`config.mk`:
```
export PLATFORM = sky130hd
export DESIGN_NAME = rs_kes_ibm_flat
export DESIGN_NICKNAME = d
export VERILOG_FILES = /design/src/rtl/rs_kes_ibm_if.sv /design/src/rtl/rs_kes_ibm.sv /design/src/flat_wrapper.sv
export SDC_FILE = /design/constraint.sdc
export NUM_CORES = 1
export LEC_CHECK = 0
export BUFFER_PORTS_ARGS = -buffer_cell sky130_fd_sc_hd__buf_4
export CAP_MARGIN = 5
export CORE_MARGIN = 3
export CORE_UTILIZATION = 50
export DETAILED_ROUTE_END_ITERATION = 12
export PLACE_DENSITY = 0.76
export SLEW_MARGIN = 20
export SYNTH_ARGS = -nofsm -noshare
export SYNTH_HDL_FRONTEND = slang
export SYNTH_SLANG_ARGS = --single-unit
```
`constraint.sdc`:
```
create_clock -name clk -period 4.2 [get_ports clk]
set_clock_uncertainty 0.2 [all_clocks]
set_input_delay 0.21 -clock clk [delete_from_list [all_inputs] [get_ports clk]]
set_output_delay 0.21 -clock clk [all_outputs]
set_load 0.01 [all_outputs]
```
`src/rtl/rs_kes_ibm_if.sv`:
```
// Handshake bundle between the syndrome stage, the key-equation solver and Chien/Forney.
interface rs_kes_ibm_if;
  logic       syndrome_val;
  logic [7:0] syndrome1, syndrome2, syndrome3, syndrome4;
  logic       busy;
  logic       key_val;
  logic [7:0] lambda0, lambda1, lambda2;
  logic [7:0] omega0, omega1;
  logic [2:0] err_deg;
  logic       uncorrectable;
  logic       overrun;

  modport master (
    output syndrome_val, syndrome1, syndrome2, syndrome3, syndrome4,
    input  busy, key_val, lambda0, lambda1, lambda2, omega0, omega1,
           err_deg, uncorrectable, overrun
  );

  modport slave (
    input  syndrome_val, syndrome1, syndrome2, syndrome3, syndrome4,
    output busy, key_val, lambda0, lambda1, lambda2, omega0, omega1,
           err_deg, uncorrectable, overrun
  );
endinterface

```
`src/rtl/rs_kes_ibm.sv`:
```
// Inversionless Berlekamp-Massey key-equation solver, RS(255,251), GF(256)/0x11D, t=2.
// Define RS_KES_ZERO_BYPASS_EN to short-circuit all-zero syndromes straight to OMEGA.

module gf256mul (
  input  logic [7:0] a,
  input  logic [7:0] b,
  output logic [7:0] p
);
  logic [7:0] acc, sh;

  always_comb begin
    acc = 8'h00;
    sh  = a;
    for (int i = 0; i < 8; i++) begin
      if (b[i]) acc = acc ^ sh;
      sh = {sh[6:0], 1'b0} ^ (sh[7] ? 8'h1d : 8'h00);
    end
  end

  assign p = acc;
endmodule

module rs_kes_ibm (
  input  logic        clk,
  input  logic        rst_n,
  rs_kes_ibm_if.slave kes
);
  typedef enum logic [1:0] {IDLE, DISC, UPD, OMEGA} state_t;

  state_t          state, state_nx;
  logic [4:0][7:0] lam, lam_new, gl;
  logic [3:0][7:0] bb, db;
  logic [3:0][7:0] syn, s_sel, ds;
  logic [7:0]      gam, dlt, dlt_nx;
  logic [2:0]      len, top;
  logic [1:0]      r;
  logic [7:0]      om0, om1a, om1b;
  logic            unc, busy_c;

  logic [2:0][7:0] o_lam;
  logic [1:0][7:0] o_om;
  logic [2:0]      o_deg;
  logic            o_unc, o_key, o_ovr;

  // Discrepancy lanes: lane i pairs Lambda_i with S_(r+1-i); lanes past r see zero.
  always_comb begin
    for (int i = 0; i < 4; i++)
      s_sel[i] = (2'(i) <= r) ? syn[r - 2'(i)] : 8'h00;
  end

  for (genvar i = 0; i < 4; i++) begin : g_disc
    gf256mul u_mul (.a(lam[i]), .b(s_sel[i]), .p(ds[i]));
  end
  assign dlt_nx = ds[0] ^ ds[1] ^ ds[2] ^ ds[3];

  // Lambda update: gamma*Lambda(x) xor delta*x*B(x)
  for (genvar i = 0; i < 5; i++) begin : g_gl
    gf256mul u_mul (.a(gam), .b(lam[i]), .p(gl[i]));
  end
  for (genvar i = 0; i < 4; i++) begin : g_db
    gf256mul u_mul (.a(dlt), .b(bb[i]), .p(db[i]));
  end
  assign lam_new = gl ^ {db, 8'h00};

  gf256mul u_om0  (.a(lam[0]), .b(syn[0]), .p(om0));
  gf256mul u_om1a (.a(lam[0]), .b(syn[1]), .p(om1a));
  gf256mul u_om1b (.a(lam[1]), .b(syn[0]), .p(om1b));

  always_comb begin
    top = 3'd0;
    for (int i = 1; i < 5; i++)
      if (lam[i] != 8'h00) top = 3'(i);
    unc = (len > 3'd2) || (lam[3] != 8'h00) || (lam[4] != 8'h00) || (top != len);
  end

  // FSM: state register
  always_ff @(posedge clk) begin
    if (!rst_n) state <= IDLE;
    else        state <= state_nx;
  end

  // FSM: next state
  always_comb begin
    state_nx = state;
    case (state)
      IDLE: if (kes.syndrome_val) begin
`ifdef RS_KES_ZERO_BYPASS_EN
        if ({kes.syndrome1, kes.syndrome2, kes.syndrome3, kes.syndrome4} == 32'h0)
          state_nx = OMEGA;
        else
          state_nx = DISC;
`else
        state_nx = DISC;
`endif
      end
      DISC:    state_nx = UPD;
      UPD:     state_nx = (r == 2'd3) ? OMEGA : DISC;
      OMEGA:   state_nx = IDLE;
      default: state_nx = IDLE;
    endcase
  end

  // FSM: outputs
  always_comb begin
    busy_c = (state != IDLE);
  end

  always_ff @(posedge clk) begin
    if (!rst_n) begin
      lam   <= '0;
      bb    <= '0;
      syn   <= '0;
      gam   <= 8'h00;
      dlt   <= 8'h00;
      len   <= 3'd0;
      r     <= 2'd0;
      o_lam <= '0;
      o_om  <= '0;
      o_deg <= 3'd0;
      o_unc <= 1'b0;
      o_key <= 1'b0;
      o_ovr <= 1'b0;
    end else begin
      o_key <= 1'b0;
      o_ovr <= kes.syndrome_val && (state != IDLE);
      case (state)
        IDLE: if (kes.syndrome_val) begin
          syn <= {kes.syndrome4, kes.syndrome3, kes.syndrome2, kes.syndrome1};
          lam <= {32'h0, 8'h01};
          bb  <= {24'h0, 8'h01};
          gam <= 8'h01;
          len <= 3'd0;
          r   <= 2'd0;
        end
        DISC: dlt <= dlt_nx;
        UPD: begin
          lam <= lam_new;
          if (dlt != 8'h00 && {len, 1'b0} <= {2'b00, r}) begin
            bb  <= lam[3:0];
            len <= 3'(r) + 3'd1 - len;
            gam <= dlt;
          end else begin
            bb  <= {bb[2:0], 8'h00};
          end
          r <= r + 2'd1;
        end
        OMEGA: begin
          o_lam <= lam[2:0];
          o_om  <= {om1a ^ om1b, om0};
          o_deg <= len;
          o_unc <= unc;
          o_key <= 1'b1;
        end
        default: ;
      endcase
    end
  end

  assign kes.busy          = busy_c;
  assign kes.key_val       = o_key;
  assign kes.lambda0       = o_lam[0];
  assign kes.lambda1       = o_lam[1];
  assign kes.lambda2       = o_lam[2];
  assign kes.omega0        = o_om[0];
  assign kes.omega1        = o_om[1];
  assign kes.err_deg       = o_deg;
  assign kes.uncorrectable = o_unc;
  assign kes.overrun       = o_ovr;
endmodule

```
`src/flat_wrapper.sv`:
```
// flat-port wrapper written by rule: the top's interface ports become plain ports
module rs_kes_ibm_flat 
  (clk, rst_n, kes_syndrome_val, kes_syndrome1, kes_syndrome2, kes_syndrome3, kes_syndrome4, kes_busy, kes_key_val, kes_lambda0, kes_lambda1, kes_lambda2, kes_omega0, kes_omega1, kes_err_deg, kes_uncorrectable, kes_overrun);
  rs_kes_ibm_if kes_i ();
  input  logic clk;
  input  logic rst_n;
  input wire logic [$bits(kes_i.syndrome_val)-1:0] kes_syndrome_val;
  input wire logic [$bits(kes_i.syndrome1)-1:0] kes_syndrome1;
  input wire logic [$bits(kes_i.syndrome2)-1:0] kes_syndrome2;
  input wire logic [$bits(kes_i.syndrome3)-1:0] kes_syndrome3;
  input wire logic [$bits(kes_i.syndrome4)-1:0] kes_syndrome4;
  output wire logic [$bits(kes_i.busy)-1:0] kes_busy;
  output wire logic [$bits(kes_i.key_val)-1:0] kes_key_val;
  output wire logic [$bits(kes_i.lambda0)-1:0] kes_lambda0;
  output wire logic [$bits(kes_i.lambda1)-1:0] kes_lambda1;
  output wire logic [$bits(kes_i.lambda2)-1:0] kes_lambda2;
  output wire logic [$bits(kes_i.omega0)-1:0] kes_omega0;
  output wire logic [$bits(kes_i.omega1)-1:0] kes_omega1;
  output wire logic [$bits(kes_i.err_deg)-1:0] kes_err_deg;
  output wire logic [$bits(kes_i.uncorrectable)-1:0] kes_uncorrectable;
  output wire logic [$bits(kes_i.overrun)-1:0] kes_overrun;
  assign kes_i.syndrome_val = kes_syndrome_val;
  assign kes_i.syndrome1 = kes_syndrome1;
  assign kes_i.syndrome2 = kes_syndrome2;
  assign kes_i.syndrome3 = kes_syndrome3;
  assign kes_i.syndrome4 = kes_syndrome4;
  assign kes_busy = kes_i.busy;
  assign kes_key_val = kes_i.key_val;
  assign kes_lambda0 = kes_i.lambda0;
  assign kes_lambda1 = kes_i.lambda1;
  assign kes_lambda2 = kes_i.lambda2;
  assign kes_omega0 = kes_i.omega0;
  assign kes_omega1 = kes_i.omega1;
  assign kes_err_deg = kes_i.err_deg;
  assign kes_uncorrectable = kes_i.uncorrectable;
  assign kes_overrun = kes_i.overrun;
  rs_kes_ibm u_core (.clk(clk), .rst_n(rst_n), .kes(kes_i));
endmodule
```
# [Yosys cells after proc, flatten, opt, wreduce, memory -nomap -nowiden]
# Cells that the tools add are included.
[op_classes] magnitude_cmp=10 eq_ne=7 bitwise=159 n_reduce_logical=16 n_addsub=6 n_mux=203
[op_table] op="$mux W8" n=138
[op_table] op="$xor A8 B8 Y8" n=116
[op_table] op="$xor A8 B5 Y8" n=42
[op_table] op="$mux W5" n=42
[op_table] op="$pmux W40 S2" n=1
[op_table] op="$bmux W8 S2" n=4
[op_table] op="$mux W32" n=2
[op_table] op="$pmux W32 S2" n=1
[op_table] op="$mux W40" n=1
[op_table] op="$reduce_bool A8 Y1" n=5
[op_table] op="$xor A40 B40 Y40" n=1
[op_table] op="$pmux W8 S2" n=1
[op_table] op="$lt A2 B3 Y1 const B" n=4
[op_table] op="$mux W2" n=5
[op_table] op="$mux W3" n=3
[op_table] op="$pmux W2 S4" n=1
[op_table] op="$eq A2 B2 Y1 const B" n=3
[op_table] op="$pmux W3 S2" n=1
[op_table] op="$le A1 B2 Y1 const A" n=2
[op_table] op="$le A2 B2 Y1 const A" n=2
[op_table] op="$le A4 B2 Y1" n=1
[op_table] op="$pmux W2 S2" n=1
[op_table] op="$reduce_and A2 Y1" n=2
[op_table] op="$reduce_bool A2 Y1" n=2
[op_table] op="other kinds (15)" n=20
[word_totals] reg_bits=173 out_inout_bits=47 input_bits=35

# [Logic depth before layout (Yosys ltp)]
# Gate-level depths: netlist (run 1).
[depth] ltp_word=22 mapped_depth=18 ltp_nobuf=11

# [Hierarchy]
# Synthesis (run 1) repeated with hierarchy kept, for this count alone.
[unflattened] cells_unflattened=3648 hier_area_um2=27385.0
[modules_own_cells] module="gf256mul" area_each_um2=1224.9 instances=16 cells_per_inst=173 seq_area_each_um2=0.0
[modules_own_cells] module="rs_kes_ibm" area_each_um2=7786.2 instances=1 cells_per_inst=880 seq_area_each_um2=3463.3

# [Worst setup path before layout (run 1)]
# Ideal clock, no wire load.
[synth_path] kind="flip-flop to flip-flop" from="register u_core.r[0]" to="register u_core.dlt[4]" n_path_buf=6 setup_slack_ns=0.098 required_ns=3.868 period_less_slack_ns=4.102 stages_incl_launch_ff=18 t_arrival_ns=3.770 path_cell_list="dfxtp_1 -> buf_6 -> buf_6 -> buf_6 -> buf_6 -> inv_1 -> ha_1 -> buf_2 -> buf_2 -> mux4_2 -> nand2_1 -> nor2_1 -> xor2_1 -> xnor3_1 -> xnor3_1 -> xnor3_1 -> nand2_1 -> a21oi_2"
[synth_via] elab_chain_len=22 word_cells_on_any_way=82
[synth_lines] item="start, declared" line_no="rs_kes_ibm.sv:36" source="logic [1:0] r;"
[synth_lines] item="start signal, assigned" line_no="rs_kes_ibm.sv:145" source="r <= r + 2'd1;"
[synth_lines] item="$sub A2 B1 Y2" line_no="rs_kes_ibm.sv:48" source="s_sel[i] = (2'(i) <= r) ? syn[r - 2'(i)] : 8'h00;"
[synth_lines] item="$bmux W8 S2" line_no="rs_kes_ibm.sv:48"
[synth_lines] item="$mux W8 (not written as such)" line_no="rs_kes_ibm.sv:48"
[synth_lines] item="$mux W8" line_no="rs_kes_ibm.sv:48"
[synth_lines] item="$mux W8" line_no="rs_kes_ibm.sv:15" source="if (b[i]) acc = acc ^ sh;"
[synth_lines] item="$xor A8 B8 Y8" line_no="rs_kes_ibm.sv:15"
[synth_lines] item="$mux W8" line_no="rs_kes_ibm.sv:15"
[synth_lines] item="$xor A8 B8 Y8" line_no="rs_kes_ibm.sv:15"
[synth_lines] item="[... 5 more ...]"
[synth_lines] item="$xor A8 B8 Y8" line_no="rs_kes_ibm.sv:15"
[synth_lines] item="$mux W8" line_no="rs_kes_ibm.sv:15"
[synth_lines] item="$xor A8 B8 Y8" line_no="rs_kes_ibm.sv:15"
[synth_lines] item="$mux W8" line_no="rs_kes_ibm.sv:15"
[synth_lines] item="$xor A8 B8 Y8" line_no="rs_kes_ibm.sv:15"
[synth_lines] item="$mux W8" line_no="rs_kes_ibm.sv:15"
[synth_lines] item="$xor A8 B8 Y8 (2 in a row)" line_no="rs_kes_ibm.sv:54" source="assign dlt_nx = ds[0] ^ ds[1] ^ ds[2] ^ ds[3];"
[synth_lines] item="$xor A8 B8 Y8 *" line_no="rs_kes_ibm.sv:54"
[synth_lines] item="end signal, assigned" line_no="rs_kes_ibm.sv:135" source="DISC: dlt <= dlt_nx;"
[synth_lines] item="end, declared" line_no="rs_kes_ibm.sv:34" source="logic [7:0] gam, dlt, dlt_nx;"
# Every way passes the cells marked *; elsewhere a longest branch is shown, timed or not. The select of a mux whose other input is x is not followed.
# A chain may end at the register's enable or synchronous reset.

# [Worst setup path in the final report (run 1)]
[layout_path] from="register u_core.gam[7]" to="register u_core.lam[13] in the netlist's numbering"
[layout_via] elab_chain_len=17 word_cells_on_any_way=24
[layout_lines] item="start, declared" line_no="rs_kes_ibm.sv:34"
[layout_lines] item="start signal, assigned" line_no="rs_kes_ibm.sv:141" source="gam <= dlt;"
[layout_lines] item="$mux W5 *" line_no="rs_kes_ibm.sv:16" source="sh = {sh[6:0], 1'b0} ^ (sh[7] ? 8'h1d : 8'h00);"
[layout_lines] item="$xor A8 B5 Y8 * (2 in a row)" line_no="rs_kes_ibm.sv:16"
[layout_lines] item="$xor A8 B8 Y8" line_no="rs_kes_ibm.sv:15"
[layout_lines] item="$mux W8" line_no="rs_kes_ibm.sv:15"
[layout_lines] item="$xor A8 B8 Y8" line_no="rs_kes_ibm.sv:15"
[layout_lines] item="$mux W8" line_no="rs_kes_ibm.sv:15"
[layout_lines] item="$xor A8 B8 Y8" line_no="rs_kes_ibm.sv:15"
[layout_lines] item="$mux W8" line_no="rs_kes_ibm.sv:15"
[layout_lines] item="$xor A8 B8 Y8" line_no="rs_kes_ibm.sv:15"
[layout_lines] item="$mux W8" line_no="rs_kes_ibm.sv:15"
[layout_lines] item="$xor A8 B8 Y8" line_no="rs_kes_ibm.sv:15"
[layout_lines] item="$mux W8" line_no="rs_kes_ibm.sv:15"
[layout_lines] item="$xor A8 B8 Y8" line_no="rs_kes_ibm.sv:15"
[layout_lines] item="$mux W8 *" line_no="rs_kes_ibm.sv:15"
[layout_lines] item="$xor A40 B40 Y40 *" line_no="rs_kes_ibm.sv:63" source="assign lam_new = gl ^ {db, 8'h00};"
[layout_lines] item="$pmux W40 S2 *" line_no="rs_kes_ibm.sv:126" source="case (state)"
[layout_lines] item="end signal, assigned" line_no="rs_kes_ibm.sv:129" source="lam <= {32'h0, 8'h01};"
[layout_lines] item="end signal, assigned" line_no="rs_kes_ibm.sv:137" source="lam <= lam_new;"
[layout_lines] item="end, declared" line_no="rs_kes_ibm.sv:31" source="logic [4:0][7:0] lam, lam_new, gl;"
# Every way passes the cells marked *; elsewhere a longest branch is shown, timed or not.

==> impl_metrics.json, run 1 <==
{
  "status": "completed",
  "hold_path_class": "reg -> reg",
  "layout.nets": 3394,
  "worst_pin_slew_ps": 1090,
  "fillers": 4407,
  "syn-num-nets": 3395,
  "ioPinCount": 82,
  "grt_max_degree": 92,
  "dr.first_iter.drc_count": 3617,
  "yosys-top-cells-area": "xnor2_1 (26%), nand2_1 (16%), dfxtp_1 (15%)",
  "postSynthCellCount": 3353,
  "cts_resized": 0,
  "multi_input_area_um2": 19100,
  "ant_nets": 0,
  "slowest_delay_ps": 710,
  "grt_use_total": 0.343,
  "grt_pass1_wl_um": 133000,
  "final_cell_mix": "nand2_1 (997), xnor2_1 (694), buf_4 (249)",
  "drc": 0,
  "busiest_layer": "met2",
  "irDropWorstVdd_uv": 382,
  "synthArstFlopShare": 0,
  "cts.path.max_buffers": 2,
  "clkSinkCount": 173,
  "worstPathRequired_ps": 4400,
  "htreeDepth": 4,
  "clock.fmax_mhz": 265,
  "r2r-start": "u_core.gam[7]",
  "relSlewSlack": 0.267,
  "p_leak_nw": 8.71,
  "cp_slowest_cell": "dfxtp_1",
  "start_util": 0.509,
  "worstHoldStart": "u_core.kes.omega1[2]",
  "layout_commonest_cell": "nand2_1",
  "cts_root_buf": "clkbuf_16",
  "powerDensity_nw_per_um2": 164,
  "path_max_fanout": 29,
  "start_kind": "flip-flop",
  "holdPathStages": 2,
  "crit_top_cell": "a22oi_1",
  "fp.dieH_um": 224,
  "cts_made_buffers": 17,
  "place.gp.congestion": 1.02,
  "grt_pass1_vias": 21800,
  "viasPerCell": 6.01,
  "synth_ff_type": "dfxtp_1",
  "path_delay_family": "XOR/XNOR gates",
  "period_needed_ps": 3770,
  "post-cts-setup-buffers": 0,
  "globalRouteOverflowTotal": 0,
  "drive_gt1_frac": 0.106,
  "met3_usage": 0.0877,
  "yosysSeqAreaShare": 0.145,
  "final.period_utilization": 0.898,
  "cp_cell_sequence": "xor2_2 -> buf_4 -> xor2_1 -> nand2b_1 -> o21ai_0 -> a22oi_1 -> xnor3_1 -> xnor2_1 -> a22oi_1 -> nor2_1",
  "area.sequential_um2": 3460,
  "finalHoldViolations": 0,
  "syn_to_final_growth_pct": 10.6,
  "utilization": 0.563,
  "rows": 79,
  "hpwlAfterDp_um": 62300,
  "yosys_warnings": 0,
  "ctsHoldBuffers": 35,
  "portBuffers": 81,
  "path_buf_inv": 1,
  "first_pass_iters": 6,
  "rr_endpoint": "u_core.lam[13]",
  "design.core.area_um2": 46900,
  "wire_per_inst_um": 22.3,
  "synth_top_cell_by_area": "xnor2_1",
  "tns_ps": 0,
  "clock_latency_ps": 510,
  "synth_area_um2": 23900,
  "cp.arrival_ps": 3970,
  "grt.met1_usage": 0.454,
  "maxCapViolations": 0,
  "finalMaxSlewViolations": 0,
  "report.final.setup_viol": 0,
  "synth_edf_count": 0,
  "ys_types": 70,
  "fp.dieW_um": 224,
  "drt_wl_total_um": 88600,
  "cts_tree": "yes",
  "synth_top_area_share": 0.255,
  "use_met2": 0.518,
  "r2r_setup_slack_ps": 430,
  "dieArea_um2": 50400,
  "rsz0062_at_grt": "no",
  "reg2reg_depth": 10,
  "path_class": "reg -> reg",
  "hold_end": "u_core.kes.omega1[2]",
  "antenna_found_initial": 1,
  "clk_pin_slew_ps": 90,
  "worstSetupEndpointType": "flip-flop",
  "syn_area_per_cell_um2": 7.12,
  "ys_ff_latch": 173,
  "vias": 23900
}
-- report_power, final --
| part | switching [mW] | internal [mW] |
|---|---|---|
| Combinational | 0.507 | 0.275 |
| Clock | 0.882 | 0.931 |
| Sequential | 0.0696 | 1.67 |
-- stage by stage --
stage / std cells / hold slack [ps] / power [mW] / setup slack (ps) / instance area [µm²]
4_1_cts: 3972 / 258 / 4.31 / 461 / 26400
3_3_place_gp: 3905 / 239 / 2.49 / 490 / 25400
2_1_floorplan: 3353 / 143 / 2.19 / 98.3 / 23900
6_report: 3974 / 255 / 4.33 / 430 / 26400
3_5_place_dp: 3905 / 246 / 2.49 / 485 / 25400
5_1_grt: 3973 / 280 / 4.44 / 264 / 26400
-- layout make-up --
type | instances | share of cell area
Antenna cell | 2 | 0.000190
Clock buffer | 17 | 0.0161
Clock inverter | 15 | 0.00934
Inverter | 26 | 0.00389
Multi-Input combinational cell | 2847 | 0.724
Sequential cell | 173 | 0.131
Tap cell | 607 | 0.0288
Timing Repair Buffer | 287 | 0.0864
-- logic make-up (layout without fill, tap and decap cells) --
family                   after synthesis  in the layout  share of synthesized area
AO/OA/AOI/OAI                        412            412                      0.109
XOR/XNOR                             991            991                      0.408
adder cells (fa/ha/maj)                7              7                    0.00367
buffers and inverters                333            345                     0.0566
flip-flops                           173            173                      0.145
multiplexers                          91             91                     0.0526
other                                  0              2                          0
AND/OR/NAND/NOR                     1346           1346                      0.225
-- synthesized netlist by cell type (6+ instances only) --
cell type / n
nand2_1: 997
nor4_1: 10
xnor3_1: 58
o22ai_1: 7
buf_2: 33
nor2_1: 209
a21oi_1: 146
ha_1: 7
buf_1: 44
mux2i_1: 43
buf_6: 6
mux4_2: 20
nand2b_1: 18
nor3_1: 12
nand3_1: 38
or2_2: 6
xor2_1: 218
o21ai_0: 77
a211oi_1: 23
dfxtp_1: 173
xnor2_1: 696
o211ai_1: 7
xor3_1: 16
nand3b_1: 6
and2_1: 18
a22oi_1: 93
nor2b_1: 17
inv_1: 23
clkbuf_1: 222
o221ai_1: 7
mux2_2: 23
-- registers in the layout, summed over array words and instances (netlist names), 2 cells and up --
register            flops
u_core.lam             40
u_core.bb              32
u_core.syn             32
u_core.dlt              8
u_core.gam              8
u_core.kes.lambda0      8
u_core.kes.lambda1      8
u_core.kes.lambda2      8
u_core.kes.omega0       8
u_core.kes.omega1       8
u_core.kes.err_deg      3
u_core.len              3
u_core.r                2
u_core.state            2
-- worst reg2reg max path, stage by stage, from the launching register on --
cell,delay [ps]
dfxtp_1,710
xor2_2,180
buf_4,390
xor2_1,610
nand2b_1,200
o21ai_0,220
a22oi_1,220
xnor3_1,410
xnor2_1,140
a22oi_1,80
nor2_1,310
-- worst max path at each step --
stage / startpoint / endpoint / slack (ps) / depth (start not counted)
final: u_core.gam[7] / u_core.lam[13] / 430 / 10
after global routing: u_core.r[0] / u_core.dlt[4] / 260 / 12
after CTS: u_core.r[0] / u_core.dlt[2] / 460 / 12
after detailed placement: u_core.r[0] / u_core.dlt[2] / 490 / 12
after global placement: u_core.r[0] / u_core.dlt[2] / 490 / 12
after floorplan: u_core.r[0] / u_core.dlt[4] / 100 / 17
-- metal layers --
layer	vias up	part of all wire	wire, µm
met4	0	0.057	5060
met1	11100	0.38	34000
li1	10700	-	-
met2	1621	0.43	37900
met5	-	0	0
met3	369	0.13	11600
Power figures use the tool's default switching activity.
==> inputs of run 2 (changes only) <==
BUFFER_PORTS_ARGS = -buffer_cell sky130_fd_sc_hd__buf_2   (was -buffer_cell sky130_fd_sc_hd__buf_4)
CORE_MARGIN = 4   (was 3)
==> impl_metrics.json, run 2 (synthesized netlist as in run 1, its figures left out) <==
{
  "status": "completed",
  "hold_path_class": "reg -> reg",
  "viasPerCell": 6.05,
  "worst_pin_slew_ps": 1090,
  "portBuffers": 81,
  "layout_commonest_cell": "nand2_1",
  "comb_power_share": 0.180,
  "cts_made_buffers": 17,
  "wire_per_inst_um": 22.1,
  "relSlewSlack": 0.276,
  "crit_top_cell": "xnor3_1",
  "switching_share": 0.355,
  "cts_resized": 0,
  "antenna_found_initial": 0,
  "clk_pin_slew_ps": 90,
  "path_buf_inv": 2,
  "clock.fmax_mhz": 261,
  "clock_latency_ps": 530,
  "period_needed_ps": 3830,
  "start_kind": "flip-flop",
  "grt_use_total": 0.337,
  "pwr-share-clk": 0.414,
  "cp_slowest_cell": "mux4_2",
  "ioPinCount": 82,
  "worstSetupEndpointType": "flip-flop",
  "layout.nets": 3390,
  "cts_tree": "yes",
  "path_class": "reg -> reg",
  "worstPathRequired_ps": 4430,
  "utilization": 0.557,
  "tns_ps": 0,
  "final.period_utilization": 0.912,
  "htreeDepth": 4,
  "rows": 79,
  "drc": 0,
  "power.switching_mw": 1.51,
  "cts.path.max_buffers": 2,
  "hpwlAfterDp_um": 60700,
  "path_max_fanout": 17,
  "start_util": 0.509,
  "fp.dieH_um": 226,
  "antennaDiodeCount": 0,
  "finalMaxSlewViolations": 0,
  "slowest_delay_ps": 590,
  "dp_cells": 3901,
  "dpl_worst_slack_ps": 458,
  "grt_pass1_vias": 22400,
  "design.core.area_um2": 46900,
  "fin_ws_ps": 370,
  "dieArea_um2": 51300,
  "cp_cell_sequence": "inv_1 -> ha_1 -> buf_4 -> mux4_2 -> nand3_1 -> xor2_1 -> xnor3_1 -> xnor3_1 -> xnor3_1 -> xnor3_1 -> nand2_1 -> a21oi_1",
  "cts_root_buf": "clkbuf_16",
  "clkSinkCount": 173,
  "stdcell_count": 3968,
  "report.final.setup_viol": 0,
  "drt_wl_total_um": 87800,
  "cp.arrival_ps": 4060,
  "path_delay_family": "XOR/XNOR gates",
  "postLayoutCellArea_um2": 26100,
  "p_leak_nw": 8.65,
  "seq_power_share": 0.406,
  "fp.dieW_um": 226,
  "grt_pass1_wl_um": 133000,
  "final_cell_mix": "nand2_1 (997), xnor2_1 (694), xor2_1 (215)",
  "globalRouteOverflowTotal": 0,
  "first_pass_iters": 6,
  "internal-power_mw": 2.75,
  "ant_nets": 0,
  "drive_gt1_frac": 0.105,
  "whs_ps": 253,
  "reg.largest.list": "u_core.lam x40, u_core.bb x32, u_core.syn x32",
  "vias": 24000,
  "dpl_cell_area_um2": 25100,
  "largest_reg_flops": 40,
  "syn_to_final_growth_pct": 9.44,
  "p_total_mw": 4.26,
  "place.gp.congestion": 1.03,
  "grt_max_degree": 143,
  "regMostFlops": "u_core.lam",
  "maxCapViolations": 0,
  "irDropWorstVdd_uv": 378,
  "dr.first_iter.drc_count": 3545,
  "powerDensity_nw_per_um2": 163,
  "r2r_setup_slack_ps": 370,
  "rsz0062_at_grt": "no",
  "finalHoldViolations": 0
}
run 2: area by class of cell:
class	instances	area, µm²
clock buffer	17	425
clock inverter	15	206
fill	4298	20700
inverter	26	105
multi-input combinational	2847	19100
sequential	173	3460
tap	607	759
timing repair buffer	283	2030
run 2: final timing paths:
check | end | cells after the start | startpoint
max reg2reg | u_core.dlt[0] | 12 | u_core.r[0]
min reg2reg | u_core.kes.omega1[2] | 2 | u_core.kes.omega1[2]
min | u_core.kes.omega1[2] | 2 | u_core.kes.omega1[2]
max | u_core.dlt[0] | 12 | u_core.r[0]
run 2: worst reg2reg max path, stage by stage (launching register included):
cell and delay [ps]:
dfxtp_2 360, inv_1 80, ha_1 280, buf_4 270, mux4_2 600, nand3_1 140, xor2_1 150, xnor3_1 400
xnor3_1 430, xnor3_1 430, xnor3_1 210, nand2_1 50, a21oi_1 170
run 2: timing repair:
item                                   in CTS  in global routing
hold buffers                               35                  0
setup buffers                               0                  0
endpoints found under the hold margin      36                  0
run 2: power groups by stage:
stage               logic, mW  clock network, mW  registers (mW)
floorplan               0.462                  0            1.73
global placement        0.708                  0            1.77
detailed placement      0.713                  0            1.76
CTS                     0.741               1.77            1.73
global route            0.804               1.82            1.73
finish                  0.768               1.76            1.73
run 2: routing by layer:
metal	wire, µm	GRT usage	vias up
met3	11400	0.0753	435
met1	33200	0.440	11000
li1	-	-	10700
met2	37700	0.520	1805
met5	0	0	-
met4	5540	0.178	0
